**src/rtl/kf_seq_loop.sv**
```systemverilog
// kf_seq_loop: microcode sequencer with port-programmed ROM, WAIT stall, hardware LOOP and abort.
// Define KF_SEQ_WAIT_TIMEOUT_EN to add a WAIT timeout that halts the program and raises err.
module kf_seq_loop #(
  parameter int ADDRW   = 5,
  parameter int PCW     = 8,
  parameter int IW      = 2*ADDRW+6,
  parameter int TIMEOUT = 1024
) (
  input  logic             clk,
  input  logic             rst_n,
  input  logic             start,
  input  logic             abort,
  input  logic             continue_i,
  input  logic             rom_we,
  input  logic [PCW-1:0]   rom_waddr,
  input  logic [IW-1:0]    rom_wdata,
  output logic             ready,
  output logic [PCW-1:0]   pc,
  output logic [ADDRW-1:0] ctl_a,
  output logic [ADDRW-1:0] ctl_b,
  output logic [1:0]       ctl_c,
  output logic [1:0]       ctl_d,
  output logic             ctl_e,
  output logic             ctl_f,
  output logic             loop_active,
  output logic             err
);
  typedef enum logic {IDLE, RUN} state_t;
  localparam logic [1:0] OP_INC = 2'd0, OP_WAIT = 2'd1, OP_HALT = 2'd2, OP_LOOP = 2'd3;
  state_t           state_q, state_d;
  logic [PCW-1:0]   pc_q, pc_d, pc_inc, target;
  logic [ADDRW-1:0] lc_q, lc_d;
  logic             la_q, la_d, stall_q, stall_d, halt, run, tmo;
  logic [IW-1:0]    rom_q [2**PCW];
  logic [IW-1:0]    inst;
  logic [ADDRW-1:0] op_a, op_b;
  logic [1:0]       op_c, op_d;
  logic             op_e, op_f;
  assign inst = rom_q[pc_q];
  assign {op_a, op_b, op_c, op_d, op_e, op_f} = inst;
  assign run    = state_q == RUN;
  assign pc_inc = pc_q + 1'b1;
  assign target = PCW'(op_a);
  assign ready       = !run;
  assign pc          = pc_q;
  assign loop_active = la_q;
  assign ctl_a = run ? op_a : '0;
  assign ctl_b = run ? op_b : '0;
  assign ctl_c = run ? op_c : '0;
  assign ctl_d = run ? op_d : '0;
  // stall_q marks repeat cycles of a held WAIT, so AU start and bank write fire once
  assign ctl_e = run && op_e && !stall_q;
  assign ctl_f = run && op_f && !stall_q;
`ifdef KF_SEQ_WAIT_TIMEOUT_EN
  localparam int TW = $clog2(TIMEOUT+1);
  logic [TW-1:0] wcnt_q, wcnt_d, wcnt_n;
  logic          err_q, err_d;
  assign wcnt_n = stall_q ? wcnt_q + 1'b1 : TW'(1);
  assign tmo    = run && op_c == OP_WAIT && !continue_i && wcnt_n == TW'(TIMEOUT);
  assign err    = err_q;
  always_comb begin
    wcnt_d = stall_d ? wcnt_n : '0;
    err_d  = (tmo && !abort) ? 1'b1 : (!run && start && !abort) ? 1'b0 : err_q;
  end
  always_ff @(posedge clk or negedge rst_n)
    if (!rst_n) begin
      wcnt_q <= '0;
      err_q  <= 1'b0;
    end else begin
      wcnt_q <= wcnt_d;
      err_q  <= err_d;
    end
`else
  assign tmo = 1'b0;
  assign err = 1'b0 & (TIMEOUT > 0);
`endif
  always_comb begin
    state_d = state_q;
    pc_d    = pc_q;
    lc_d    = lc_q;
    la_d    = la_q;
    stall_d = 1'b0;
    halt    = abort || tmo;
    if (!run) begin
      if (start) begin
        state_d = RUN;
        pc_d    = '0;
      end
    end else begin
      case (op_c)
        OP_INC:  pc_d = pc_inc;
        OP_WAIT: if (continue_i) pc_d = pc_inc; else stall_d = 1'b1;
        OP_HALT: halt = 1'b1;
        OP_LOOP: begin
          if (!la_q && op_b == '0) pc_d = pc_inc;
          else if (!la_q) begin
            lc_d = op_b - 1'b1;
            la_d = 1'b1;
            pc_d = target;
          end else if (lc_q != '0) begin
            lc_d = lc_q - 1'b1;
            pc_d = target;
          end else begin
            la_d = 1'b0;
            pc_d = pc_inc;
          end
        end
      endcase
    end
    if (halt) begin
      state_d = IDLE;
      pc_d    = '0;
      lc_d    = '0;
      la_d    = 1'b0;
      stall_d = 1'b0;
    end
  end
  always_ff @(posedge clk or negedge rst_n)
    if (!rst_n) begin
      state_q <= IDLE;
      pc_q    <= '0;
      lc_q    <= '0;
      la_q    <= 1'b0;
      stall_q <= 1'b0;
    end else begin
      state_q <= state_d;
      pc_q    <= pc_d;
      lc_q    <= lc_d;
      la_q    <= la_d;
      stall_q <= stall_d;
    end
  always_ff @(posedge clk)
    if (rom_we && !run) rom_q[rom_waddr] <= rom_wdata;
endmodule

```
**config.mk**
```make
export PLATFORM = sky130hd
export DESIGN_NAME = kf_seq_loop
export DESIGN_NICKNAME = d
export VERILOG_FILES = /design/src/rtl/kf_seq_loop.sv
export SDC_FILE = /design/constraint.sdc
export NUM_CORES = 2
export LEC_CHECK = 0
export CORE_MARGIN = 5
export CORE_UTILIZATION = 50
export CTS_CLUSTER_SIZE = 14
export DETAILED_ROUTE_END_ITERATION = 16
export MAX_ROUTING_LAYER = met4
export PLACE_DENSITY = 0.73
export SLEW_MARGIN = 20
export SYNTH_ARGS = -nofsm -noshare
export SYNTH_HDL_FRONTEND = slang
export SYNTH_SLANG_ARGS = --single-unit
```
**constraint.sdc**
```tcl
create_clock -name clk -period 4.7 [get_ports clk]
set_input_delay 0.47 -clock clk [delete_from_list [all_inputs] [get_ports clk]]
set_output_delay 0.47 -clock clk [all_outputs]
set_load 0.02 [all_outputs]
```
==> results.ini <==
[hold_path]
min_to = rom_q[45][15]$_DFFE_PP_
holdPathStages = 1
hp-class = in -> reg
min_from = rom_wdata[15]

[cts]
cts_max_path_buffers = 4
cts_buffers = 400
tritoncts = done
clk_pin_slew_ns = 0.07
cts.sinks = 4112
htreeDepth = 5
insertion_delay_ns = 0.98
root_buffer = clkbuf_16

[power_and_ir_drop]
p_clk_share_pct = 40.8
p_leak_uw = 0.05784
swShare_pct = 22.07
combPwrFrac_pct = 7.1
peakVddDrop_mv = 0.4060
p_int_uw = 60470
seq_power_share_pct = 52.1
power_switching_uw = 17130
power.density_nw_per_um2 = 415.3

[logic_synthesis]
synth-edff-count = 4096
synth-main-ff-cell = edfxtp_1
yosysUniqueCellTypes = 82
yosysSeqAreaShare_pct = 77.16
netlist_instances = 7378
async_flop_share_pct = 0.3891
ys_ff_latch = 4112
syn_avg_cell_area_um2 = 21.68
syn_area_um2 = 159900
yosysTopAreaCell = edfxtp_1
netlist.area_leader.share_pct = 76.91
synth_area_leaders = edfxtp_1 (77%), mux4_2 (12%), mux2i_1 (2.7%)
synth_nets = 7410
yosysWarnings = 0

[setup_path]
cpMostUsedCell = mux4_2
crit_type = reg -> out
startpoint_type = register
cp-end-kind = output pin
timing.rr.end = lc_q[4]$_DFFE_PN0P_
critPathBufInv = 5
path_delay_family = multiplexers
crit_fanout = 7
worstPathArrival_ns = 4.72
reg2reg_slack_ns = 0.25
reg2reg_from = pc[0]$_DFFE_PN0P_
cpPeakStageDelay_ns = 0.58
required_ns = 4.23
ff2ff_path_depth = 19
cpMaxStageDelayCell = mux4_2
path_cells = buf_12 -> buf_16 -> buf_16 -> buf_12 -> mux4_2 -> mux4_2 -> mux4_2 -> nor2_4 -> or3_4 -> o31ai_2 -> and2_4 -> buf_6

[timing]
rsz0062_at_grt = yes
finalWorstSetupSlack_ns = -0.4870
fmax_ghz = 0.1928
worst_pin_slew_ns = 1.253
drv_slew = 0
hold_viol_final = 0
relSlewSlack_pct = 16.47
finalSetupViolCount = 16
finalCritPeriodShare_pct = 110.4
finalCriticalPeriod_ns = 5.187
skew_ns = 0.08157

[global_route]
grt_use_met1_pct = 37.48
grt_max_degree = 153
grt_pass1_vias = 85301
grt_usage_pct = 29.19
antenna_found_initial = 28
top_usage_layer = met2
overflow = 0
grt_pass1_wl_um = 662900
grt_util_met3_pct = 7.565
use_met2_pct = 42.98

[placed_design]
dp_hpwl_um = 276900
post-place-cells = 11912
portBuffers = 55
preCtsSetupSlack_ns = -0.6546
gp_congestion = 0.9252
placed_area_um2 = 169900

[cells_and_area]
layout_common_cells = edfxtp_1 (4,096), mux4_2 (879), buf_4 (685)
multi_input_area_um2 = 34820
area_delta_synth_final_pct = 16.83
final_nets = 8321
final_area_um2 = 186800
drive_above_1_share_pct = 31.60
fin_cells = 12812
layout_commonest_cell = edfxtp_1
fillers = 21457
regArea_um2 = 123400

[detailed_routing]
drc = 0
routed_wl_um = 476200
first_iter_violations = 14946
ant_nets = 0
routedWlPerCell_um = 37.17
vias_per_cell = 6.785
first_pass_iters = 6
vias = 86928

[floorplanning]
ios = 57
start_util_pct = 50.24
die_height_um = 575.5
die-width_um = 575.5
core_area_um2 = 318300
num_rows = 207
dieArea_um2 = 331300

[outcome]
violations = setup timing
outcome = finished, violations left

[flow_run]
max-cap-violations = 0

==> cells in the mapped netlist, types with 14 or more instances <==
library cell	instances
edfxtp_1	4096
mux2i_1	431
a21oi_1	112
nand4_1	18
a31oi_1	14
nor3_1	45
mux2_2	37
buf_6	77
a221oi_1	63
o22ai_1	119
buf_1	30
nand2_1	158
buf_2	68
a32oi_1	17
a22oi_1	69
buf_4	64
dfrtp_1	16
buf_8	27
nand3_1	43
o21ai_0	91
clkbuf_1	165
a211oi_1	41
mux4_1	23
mux4_2	875
o221ai_1	69
nor2_1	346
nor2b_1	26
==> power groups by stage <==
stage | clock, uW | sequential (uW) | combinational [uW]
after floorplan | 0 | 41200 | 2730
after CTS | 31900 | 40400 | 5340
final | 31700 | 40400 | 5510
after detailed placement | 0 | 41200 | 4690
after global routing | 33500 | 40400 | 5670
after global placement | 0 | 41200 | 4600
==> through the flow <==
step	total power [uW]	setup TNS, ns	hold WS, ns	util, %
after floorplan	43890	0	0.1744	-
after global placement	45770	-3.108	0.5018	53.39
after detailed placement	45870	-3.204	0.5094	53.39
after CTS	77580	-5.363	0.08331	58.52
after global routing	79570	-5.843	0.1049	58.69
final	77600	-5.604	0.07838	58.70
==> state kept, by name, summed over array words and instances, names as in the netlist <==
| signal | cells |
|---|---|
| rom_q | 4096 |
| lc_q | 5 |
| run | 1 |
| stall_q | 1 |
| loop_active | 1 |
| pc | 8 |
==> how the worst max path moves through the flow <==
stage | start | endpoint | slack (ns) | cells after the start
after global placement | pc[0]$_DFFE_PN0P_ | ctl_a[0] | -0.63 | 11
after CTS | pc[0]$_DFFE_PN0P_ | ctl_a[4] | -0.49 | 12
after global routing | pc[0]$_DFFE_PN0P_ | ctl_a[0] | -0.50 | 15
after detailed placement | pc[0]$_DFFE_PN0P_ | ctl_a[0] | -0.65 | 11
after floorplan | pc[0]$_DFFE_PN0P_ | ctl_d[1] | 0.58 | 17
final | pc[0]$_DFFE_PN0P_ | ctl_a[4] | -0.49 | 12
==> final cells by class <==
class / count / share of cell area, %
Antenna cell: 25 / 0.03348
Clock buffer: 473 / 5.504
Timing Repair Buffer: 956 / 5.540
Inverter: 17 / 0.04755
Multi-Input combinational cell: 2802 / 18.63
Tap cell: 4180 / 2.799
Clock inverter: 247 / 1.382
Sequential cell: 4112 / 66.06
==> kinds of logic after synthesis <==
family | Yosys count | share of synthesized area [%]
multiplexers | 1368 | 15.67
buffers and inverters | 464 | 1.989
adder cells (fa/ha/maj) | 2 | 0.01565
other | 1 | 0.002345
flip-flops | 4112 | 77.16
XOR/XNOR | 4 | 0.02190
AND/OR/NAND/NOR | 686 | 1.838
AO/OA/AOI/OAI | 741 | 3.298
==> timing repair <==
action / in CTS / in global routing
endpoints found under the hold margin: 50 / 0
gates cloned: 32 / 3
hold buffers: 2 / 0
endpoints found under the setup margin: 29 / 16
pin swaps: 49 / 33
setup buffers: 109 / 19
resized for setup: 345 / 94
==> routing by layer <==
metal / vias up / part of all wire [%]
li1: 33059 / -
met1: 44987 / 34
met2: 7499 / 46
met3: 1383 / 14
met4: 0 / 6.4
met5: - / 0
(Power assumes the default switching activity.)
